[src/rtl/sort_pkg.sv]
// Shared types and constants for the cycle-stepped bubble-sort engine.
package sort_pkg;

  localparam int unsigned DEF_N        = 10;
  localparam int unsigned DEF_W        = 7;
  localparam int unsigned DEF_STEP_DIV = 1;
  localparam int unsigned STAT_W       = 16;

  typedef enum logic [1:0] {
    ST_LOAD  = 2'd0,
    ST_READY = 2'd1,
    ST_SORT  = 2'd2,
    ST_DONE  = 2'd3
  } state_e;

  // Index width for an N-entry array, never narrower than one bit.
  function automatic int unsigned idx_w(input int unsigned n);
    return (n < 2) ? 1 : $clog2(n);
  endfunction

endpackage

[src/rtl/sort_pacer.sv]
// Step pacer: tick every STEP_DIV enabled cycles, first tick STEP_DIV cycles after clear.
module sort_pacer #(
  parameter int unsigned STEP_DIV = 1
) (
  input  logic clk,
  input  logic rst,
  input  logic clr,
  input  logic en,
  output logic tick_c
);

  localparam int unsigned CW = (STEP_DIV < 2) ? 1 : $clog2(STEP_DIV);
  localparam logic [CW-1:0] LAST = CW'(STEP_DIV - 1);

  logic [CW-1:0] cnt;

  // With STEP_DIV == 1 the counter is stuck at zero and tick follows en.
  always_ff @(posedge clk) begin
    if (rst || clr) begin
      cnt <= '0;
    end else if (en) begin
      cnt <= (cnt == LAST) ? '0 : cnt + CW'(1);
    end
  end

  assign tick_c = en && (cnt == LAST);

endmodule

[src/rtl/sort_engine.sv]
// Bubble-sort engine for the sorting visualiser: one compare/swap per pacer tick.
// Define SORT_STATS_EN to add saturating cmp_count/swap_count outputs.
module sort_engine
  import sort_pkg::*;
#(
  parameter  int unsigned N        = DEF_N,
  parameter  int unsigned W        = DEF_W,
  parameter  int unsigned STEP_DIV = DEF_STEP_DIV,
  localparam int unsigned IW       = idx_w(N)
) (
  input  logic          clk,
  input  logic          rst,
  input  logic          clear,
  input  logic          load_valid,
  input  logic [W-1:0]  load_data,
  output logic          load_ready,
  input  logic          start,
  input  logic          descending,
  output logic          busy,
  output logic          done,
  output logic          sorted,
  input  logic [IW-1:0] rd_idx,
  output logic [W-1:0]  rd_data,
  output logic [IW-1:0] cmp_idx,
  output logic          swap_flag
`ifdef SORT_STATS_EN
  ,
  output logic [STAT_W-1:0] cmp_count,
  output logic [STAT_W-1:0] swap_count
`endif
);

  localparam int unsigned CW = $clog2(N + 1);
  localparam logic [CW-1:0] LAST_LOAD = CW'(N - 1);
  localparam logic [IW-1:0] LAST_J    = IW'(N - 2);

  state_e state, state_next;

  logic [W-1:0]  elem [N];
  logic [CW-1:0] count;
  logic [IW-1:0] pass;
  logic [IW-1:0] j;
  logic          dir;
  logic          swapped;
  logic          tick_c;

  logic          load_en_c;
  logic          start_en_c;
  logic          cmp_c;
  logic          do_swap_c;
  logic          pass_end_c;
  logic          finish_c;
  logic [W-1:0]  lo_c;
  logic [W-1:0]  hi_c;

  sort_pacer #(.STEP_DIV(STEP_DIV)) u_pacer (
    .clk    (clk),
    .rst    (rst),
    .clr    (start_en_c),
    .en     (state == ST_SORT),
    .tick_c (tick_c)
  );

  always_ff @(posedge clk) begin
    if (rst) state <= ST_LOAD;
    else     state <= state_next;
  end

  // Next state plus the per-cycle strobes that drive the datapath.
  always_comb begin
    state_next = state;
    load_en_c  = 1'b0;
    start_en_c = 1'b0;
    cmp_c      = 1'b0;
    do_swap_c  = 1'b0;
    pass_end_c = 1'b0;
    finish_c   = 1'b0;
    lo_c       = elem[j];
    hi_c       = elem[j + IW'(1)];
    unique case (state)
      ST_LOAD: begin
        load_en_c = load_valid;
        if (load_valid && (count == LAST_LOAD)) state_next = ST_READY;
      end
      ST_READY, ST_DONE: begin
        start_en_c = start;
        if (start) state_next = ST_SORT;
      end
      ST_SORT: begin
        if (tick_c) begin
          cmp_c      = 1'b1;
          do_swap_c  = dir ? (lo_c < hi_c) : (lo_c > hi_c);
          pass_end_c = (j == (LAST_J - pass));
          // Early exit on a swap-free pass; the last possible pass always ends.
          if (pass_end_c && (!(swapped || do_swap_c) || (pass == LAST_J))) begin
            finish_c   = 1'b1;
            state_next = ST_DONE;
          end
        end
      end
      default: state_next = ST_LOAD;
    endcase
    if (clear) begin
      state_next = ST_LOAD;
      load_en_c  = 1'b0;
      start_en_c = 1'b0;
      cmp_c      = 1'b0;
      do_swap_c  = 1'b0;
      pass_end_c = 1'b0;
      finish_c   = 1'b0;
    end
  end

  always_ff @(posedge clk) begin
    if (rst) begin
      for (int i = 0; i < N; i++) elem[i] <= '0;
      count      <= '0;
      pass       <= '0;
      j          <= '0;
      dir        <= 1'b0;
      swapped    <= 1'b0;
      load_ready <= 1'b1;
      busy       <= 1'b0;
      done       <= 1'b0;
      sorted     <= 1'b0;
      swap_flag  <= 1'b0;
    end else begin
      load_ready <= (state_next == ST_LOAD);
      busy       <= (state_next == ST_SORT);
      sorted     <= (state_next == ST_DONE);
      done       <= finish_c;
      swap_flag  <= do_swap_c;

      if (clear) begin
        count   <= '0;
        pass    <= '0;
        j       <= '0;
        swapped <= 1'b0;
      end

      if (load_en_c) begin
        elem[count] <= load_data;
        count       <= count + CW'(1);
      end

      if (start_en_c) begin
        dir     <= descending;
        pass    <= '0;
        j       <= '0;
        swapped <= 1'b0;
      end

      if (cmp_c) begin
        if (do_swap_c) begin
          elem[j]          <= hi_c;
          elem[j + IW'(1)] <= lo_c;
          swapped          <= 1'b1;
        end
        if (!pass_end_c) begin
          j <= j + IW'(1);
        end else if (!finish_c) begin
          pass    <= pass + IW'(1);
          j       <= '0;
          swapped <= 1'b0;
        end
      end
    end
  end

  assign cmp_idx = j;
  assign rd_data = (32'(rd_idx) < N) ? elem[rd_idx] : '0;

`ifdef SORT_STATS_EN
  // Saturating activity counters, zeroed whenever a new sort begins.
  always_ff @(posedge clk) begin
    if (rst || clear || start_en_c) begin
      cmp_count  <= '0;
      swap_count <= '0;
    end else begin
      if (cmp_c && (cmp_count != '1))
        cmp_count <= cmp_count + STAT_W'(1);
      if (do_swap_c && (swap_count != '1))
        swap_count <= swap_count + STAT_W'(1);
    end
  end
`endif

endmodule
[config.mk]
export PLATFORM = sky130hd
export DESIGN_NAME = sort_engine
export DESIGN_NICKNAME = d
export VERILOG_FILES = /design/src/rtl/sort_pkg.sv /design/src/rtl/sort_pacer.sv /design/src/rtl/sort_engine.sv
export SDC_FILE = /design/constraint.sdc
export NUM_CORES = 1
export LEC_CHECK = 0
export BUFFER_PORTS_ARGS = -buffer_cell sky130_fd_sc_hd__buf_2
export CAP_MARGIN = 40
export CORE_UTILIZATION = 50
export CTS_BUF_LIST = sky130_fd_sc_hd__clkbuf_16
export DETAILED_ROUTE_END_ITERATION = 7
export PLACE_DENSITY_LB_ADDON = 0.12
export SLEW_MARGIN = 0
export SYNTH_ARGS = -nofsm -noshare
export SYNTH_HDL_FRONTEND = slang
export SYNTH_SLANG_ARGS = --single-unit
[constraint.sdc]
create_clock -name clk -period 5.14 [get_ports clk]
set_clock_uncertainty 0.15 [all_clocks]
set_input_delay 1.028 -clock clk [delete_from_list [all_inputs] [get_ports clk]]
set_output_delay 1.028 -clock clk [all_outputs]
set_load 0.05 [all_outputs]
==> run_results.csv, run 1 <==
group,metric,value,unit
logic_synthesis,synth_edf_count,112,
floorplanning,die_area,18620,um^2
sta,holdWs,0.3453,ns
pwr,seq_power_share,0.462,
sta,fmax,201.4,MHz
critical_path,path_depth,13,
route,avgViaCountPerCell,6.999,
sta,setup_viol,0,
pwr,clkPwrFrac,0.447,
placement,dp_hpwl,22.02,mm
run,maxCapViolCount,0,
critical_path,cp_num_buf_inv,2,
pwr,p_sw_frac,0.2466,
clock_tree,ctsHoldBuffers,0,
clock_tree,clockBufferDepth,2,
critical_path,crit_family,"compound AO/OA/AOI/OAI gates",
logic_synthesis,synthesis.nets,786,
clock_tree,clk_pin_slew,0.06,ns
global_route,grt_max_degree,44,
route,via_count,7272,
critical_path,setup.worst_path.start_class,"register",
logic_synthesis,ys_top_cells_by_count,"edfxtp_1, mux2i_1, mux4_2",
logic_synthesis,synth_cell_type_count,72,
clock_tree,clock-root-buffer,"clkbuf_16",
logic_synthesis,synth_most_common_cell,"edfxtp_1",
route,drtAntennaViolNets,0,
sta,hold_violations,0,
critical_path,worst_r2r_path_depth,13,
logic_synthesis,synth_seq_area_share,0.4187,
pwr,p_leak,3.912,nW
sta,finalCritPeriodShare,0.9661,
critical_path,critPathMaxFanout,9,
sta,finalCriticalPeriod,4.966,ns
global_route,grt_first_pass_wirelength,44.40,mm
pwr,p_comb_frac,0.091,
logic_synthesis,syn_avg_cell_area,12.00,um^2
logic_synthesis,yosys.area.top_type_share,0.3721,
critical_path,worstSetupPathType,"reg -> reg",
critical_path,crit_slowest_cell,"mux4_2",
sta,slew_headroom,0.4572,
route,wl,30.22,mm
logic_synthesis,synth-seq-cells,133,
hold_path,hold_path.class,"reg -> reg",
clock_tree,clk_latency,0.43,ns
global_route,antenna_found_initial,0,
clock_tree,clkSinkCount,133,
critical_path,required,5.06,ns
pwr,ir_drop,0.2249,mV
route,first_pass_iters,5,
logic_synthesis,yosys-top-cells-area,"edfxtp_1, mux4_2, mux2i_1",
logic_synthesis,yosys.area.top_type,"edfxtp_1",
clock_tree,cts_tree,"done",
sta,tightest_slew,0.8080,ns
run_status,status,"finished, final reports clean",
critical_path,cpPeakStageDelay,0.55,ns
logic_synthesis,async_flop_share,0,
route,drcViolationCount,0,
sta,setup_tns,0,ns
route,drt_iter0_drc,812,
hold_path,whs_path_depth,2,
floorplanning,initial_core_util,0.5171,
floorplanning,core,17480,um^2
route,wl_per_cell,29.09,um
layout,num_antenna_cells,0,
placement,place_congestion,0.9708,
layout,area_growth,13.78,%
layout,drive_gt1_frac,0.2826,
critical_path,end_kind,"register",
logic_synthesis,syn_area,9037,um^2
pwr,netSwitchingPower,0.6501,mW
global_route,grt_pass1_vias,7132,
logic_synthesis,ys.flop_type,"edfxtp_1",
pwr,power_density,256.4,nW/um^2
critical_path,arrival,4.89,ns
layout,nets,834,
layout,fill_cells,1439,
placement,port_buffers,32,
floorplanning,ioPinCount,33,
clock_tree,numCtsBuffers,17,
logic_synthesis,syn_inst,753,
floorplanning,die_y,136.4,um
floorplanning,die_w,136.4,um
floorplanning,num_rows,48,
clock_tree,htree_levels,4,
global_route,track_usage,0.3428,
sta,slew_violations,0,
critical_path,crit_path_cell_trace,"inv_1 -> ha_2 -> buf_4 -> mux4_2 -> mux2i_1 -> mux2_2 -> ha_1 -> nand4_1 -> a21o_4 -> a211oi_4 -> o21ai_4 -> o22ai_1 -> a221o_1",
pwr,p_int,1.986,mW
global_route,overflow,0,
logic_synthesis,yosysWarningCount,0,
through the flow:
stage                     worst slack [ns]  cells  utilization  cell area [um^2]  power, mW
after floorplan                    0.02178    753            -              9066      1.383
after global placement              0.1040   1001       0.5512              9633      1.469
after detailed placement           0.01524   1001       0.5512              9633      1.473
after CTS                          0.07531   1037       0.5860             10240      2.638
after global routing             -0.005040   1039       0.5883             10280      2.699
final                               0.1743   1039       0.5883             10280      2.636
routing by layer:
layer / track usage / wire [um] / vias up
met5: 0 / 0 / -
met4: 0.1667 / 1363 / 0
met3: 0.08799 / 2903 / 98
met2: 0.5479 / 14380 / 446
met1: 0.4320 / 11580 / 3637
li1: - / - / 3091
state kept, by name, indices dropped and copies added, names as in the netlist:
| name | count |
|---|---|
| busy | 1 |
| state | 2 |
| pass | 4 |
| swap_flag | 1 |
| sorted | 1 |
| load_ready | 1 |
| cmp_idx | 4 |
| elem | 112 |
| count | 4 |
| dir | 1 |
| swapped | 1 |
| done | 1 |
layout by cell type, fill, tap and decap left out, types with 3 or more instances in the layout:
cell | netlist | layout
or3_1 | 7 | 7
o21bai_1 | 4 | 4
clkinv_4 | 0 | 3
o31ai_1 | 14 | 14
nand3b_1 | 9 | 9
xnor2_1 | 6 | 5
ha_1 | 16 | 15
a21o_1 | 4 | 4
o21ai_2 | 0 | 3
nor2_1 | 31 | 31
clkinv_2 | 0 | 3
a221oi_2 | 5 | 7
edfxtp_1 | 112 | 112
a21oi_1 | 21 | 21
nand2_1 | 51 | 47
buf_2 | 26 | 32
nand3_4 | 4 | 4
buf_4 | 3 | 54
mux2_2 | 13 | 13
nand2_2 | 1 | 5
nand3_1 | 19 | 19
and2_1 | 9 | 9
clkinv_1 | 0 | 3
o22ai_1 | 46 | 46
inv_1 | 24 | 25
dfxtp_1 | 21 | 19
o21ai_1 | 2 | 4
a221oi_1 | 21 | 19
o21ai_0 | 26 | 21
nor3_1 | 4 | 4
xor2_1 | 4 | 4
nand4_1 | 4 | 4
clkbuf_16 | 0 | 17
mux4_2 | 56 | 56
mux2i_1 | 90 | 90
nand2b_1 | 26 | 26
tightest hold or removal path: stages, from the launching register on:
cell,delay (ns)
dfxtp_1,0.33
nand2_1,0.06
a21oi_1,0.06
cell type report:
| class | instances | area (um^2) | share of cell area |
|---|---|---|---|
| multi-input cells | 536 | 4945 | 0.4809 |
| flip-flops and latches | 133 | 3791 | 0.3687 |
| repair buffers | 88 | 605.6 | 0.05889 |
| clock buffers | 17 | 425.4 | 0.04137 |
| well taps | 225 | 281.5 | 0.02738 |
| clock inverters | 15 | 140.1 | 0.01363 |
| inverters | 25 | 93.84 | 0.009126 |
kinds of logic (layout without fill, tap and decap cells):
family | count (synthesis) | in the layout | synth area share
compound gates | 171 | 171 | 0.1438
xor+xnor | 11 | 11 | 0.01274
fa+ha+maj | 16 | 16 | 0.02215
buf+inv | 84 | 145 | 0.03973
flops | 133 | 133 | 0.4187
mux | 159 | 159 | 0.2554
simple gates | 179 | 179 | 0.1074
worst paths after layout:
path,start,to,slack (ns)
min,swapped$_SDFF_PP0_,swapped$_SDFF_PP0_,0.35
max reg2reg,cmp_idx[1]$_SDFF_PP0_,elem[3][0]$_DFFE_PP_,0.17
min reg2reg,swapped$_SDFF_PP0_,swapped$_SDFF_PP0_,0.35
max,cmp_idx[1]$_SDFF_PP0_,elem[3][0]$_DFFE_PP_,0.17
power groups by stage:
stage	Sequential, mW	Combinational, mW	Clock (mW)
6_report	1.22	0.241	1.18
5_1_grt	1.22	0.254	1.23
4_1_cts	1.22	0.236	1.19
3_5_place_dp	1.24	0.234	0
3_3_place_gp	1.24	0.231	0
2_1_floorplan	1.22	0.161	0
timing repair:
action,4_1_cts,5_1_grt
setup endpoints to repair,7,59
resized for setup,0,7
pin swaps,1,1
setup buffers,4,2
(Power assumes the default switching activity.)
==> inputs of run 2 (changes only) <==
GPL_TIMING_DRIVEN = 0   (was not set)
REMOVE_ABC_BUFFERS = 1   (was not set)
==> run 2 against run 1 <==
Combinational power increased by 5%. Power decreased by 0.17%. Sequential share of layout area decreased by 1.1 points. Global-route usage decreased by 2.0 points.
==> run_results.csv, run 2 (same netlist as run 1, synthesis figures left out) <==
group,metric,value,unit
layout,num_antenna_cells,0,
layout,most-common-layout-cells,"edfxtp_1, mux2i_1, mux4_2, o22ai_1, nand2_1",
critical_path,required,5.13,ns
placement,dp_hpwl,19.75,mm
floorplanning,die_y,136.4,um
route,via_count,7265,
global_route,overflow,0,
layout,area_growth,17.33,%
floorplanning,ioPinCount,33,
sta,fmax,198.2,MHz
layout,nets,830,
layout,drive_gt1_frac,0.3123,
global_route,grt_max_degree,27,
critical_path,setup.worst_path.start_class,"register",
clock_tree,clock-root-buffer,"clkbuf_16",
clock_tree,htree_levels,4,
layout,top_register,"elem",
floorplanning,num_rows,48,
placement,place_congestion,0.8991,
sta,hold_violations,0,
clock_tree,cts_tree,"done",
clock_tree,ctsHoldBuffers,0,
hold_path,hold_path.class,"reg -> reg",
floorplanning,core,17480,um^2
critical_path,end_kind,"register",
route,drcViolationCount,0,
global_route,track_usage,0.3229,
clock_tree,clk_pin_slew,0.06,ns
critical_path,critPathMaxFanout,26,
clock_tree,clk_latency,0.44,ns
pwr,p_leak,4.003,nW
sta,slew_violations,0,
sta,grt_setup_unrepaired,"yes",
run_status,status,"finished, final reports clean",
route,avgViaCountPerCell,7.019,
pwr,power,2.632,mW
floorplanning,initial_core_util,0.5171,
critical_path,worstSetupPathType,"reg -> reg",
route,wl_per_cell,27.83,um
global_route,grt_first_pass_wirelength,42.74,mm
placement,port_buffers,32,
sta,finalCriticalPeriod,5.045,ns
layout,largest_reg_flops,112,
layout,final_area,10600,um^2
route,drtAntennaViolNets,0,
route,first_pass_iters,6,
floorplanning,die_w,136.4,um
route,wl,28.80,mm
placement,placed_cell_area,9498,um^2
sta,slew_headroom,0.3508,
placement,pre_cts_ws,-1.486,ns
sta,finalCritPeriodShare,0.9815,
floorplanning,die_area,18620,um^2
route,drt_iter0_drc,870,
critical_path,arrival,5.04,ns
clock_tree,clockBufferDepth,2,
pwr,power_density,248.2,nW/um^2
global_route,antenna_found_initial,0,
sta,setup_tns,0,ns
global_route,grt_pass1_vias,6940,
sta,final.setup.worst_slack,0.09526,ns
sta,setup_viol,0,
pwr,ir_drop,0.2430,mV
clock_tree,numCtsBuffers,17,
sta,tightest_slew,0.9702,ns
layout,final_common_cell,"edfxtp_1",
run,maxCapViolCount,0,
clock_tree,clkSinkCount,133,
==> run 2: cell count changes in the layout (fill, tap and decap cells not counted), moves of 5 or more <==
| cell | before | now |
|---|---|---|
| buf_4 | 54 | 26 |
| buf_6 | 0 | 10 |
| nand2_1 | 47 | 41 |
| a221oi_2 | 7 | 2 |
| nand2_2 | 5 | 10 |
==> run 2: report_power, final <==
group          switching [mW]  internal, mW
sequential             0.0233          1.19
combinational           0.152         0.101
clock                   0.502         0.665
==> run 2: worst paths after layout <==
path	startpoint	end	slack [ns]	depth (start not counted)
worst min-delay path	swapped$_SDFF_PP0_	swapped$_SDFF_PP0_	0.32	2
worst max-delay path	cmp_idx[0]$_SDFF_PP0_	elem[11][5]$_DFFE_PP_	0.1	17
worst min register to register	swapped$_SDFF_PP0_	swapped$_SDFF_PP0_	0.32	2
worst max register to register	cmp_idx[0]$_SDFF_PP0_	elem[11][5]$_DFFE_PP_	0.1	17
==> run 2: cell type report <==
cell class              count  area (um^2)
fillers                  1389         6873
repair buffers             83        728.2
flip-flops and latches    133         3792
clock inverters            15        131.4
clock buffers              17        425.4
inverters                  25        93.84
well taps                 225        281.5
multi-input cells         537         5151
==> run 2: worst max-delay path: stages (launching register included) <==
cell and delay (ns):
dfxtp_4 0.39, buf_16 0.23, inv_1 0.13, ha_4 0.32, buf_12 0.19, mux4_2 0.53
mux2_2 0.34, a21oi_2 0.24, ha_1 0.30, a21oi_1 0.21, a21o_4 0.18, a211oi_4 0.07
buf_12 0.16, o21ai_4 0.29, o22a_2 0.23, nand3_1 0.14, o21ai_0 0.37, buf_2 0.26
==> run 2: repair_timing <==
item / 4_1_cts / 5_1_grt
endpoints found under the hold margin: 0 / 0
gates cloned: 1 / 1
pin swaps: 5 / 8
setup endpoints to repair: 238 / 167
setup buffers: 13 / 13
resized for setup: 34 / 24
==> run 2: per-layer routing <==
metal  up-vias  GRT usage  share of wire  wire length (um)
li1       3084          -              -                 -
met1      3655     0.4351           0.39             11240
met2       439     0.4901           0.47             13450
met3        87    0.07569          0.095              2736
met4         0     0.1549          0.048              1369
met5         -          0              0                 0
==> run 2: through the flow <==
step / util / hold WS (ns) / std cells
final: 0.6067 / 0.3192 / 1035
after global routing: 0.6067 / 0.3567 / 1035
after CTS: 0.5931 / 0.3222 / 1021
after detailed placement: 0.5435 / 0.3140 / 975
after global placement: 0.5272 / 0.2948 / 951
after floorplan: - / 0.2863 / 694
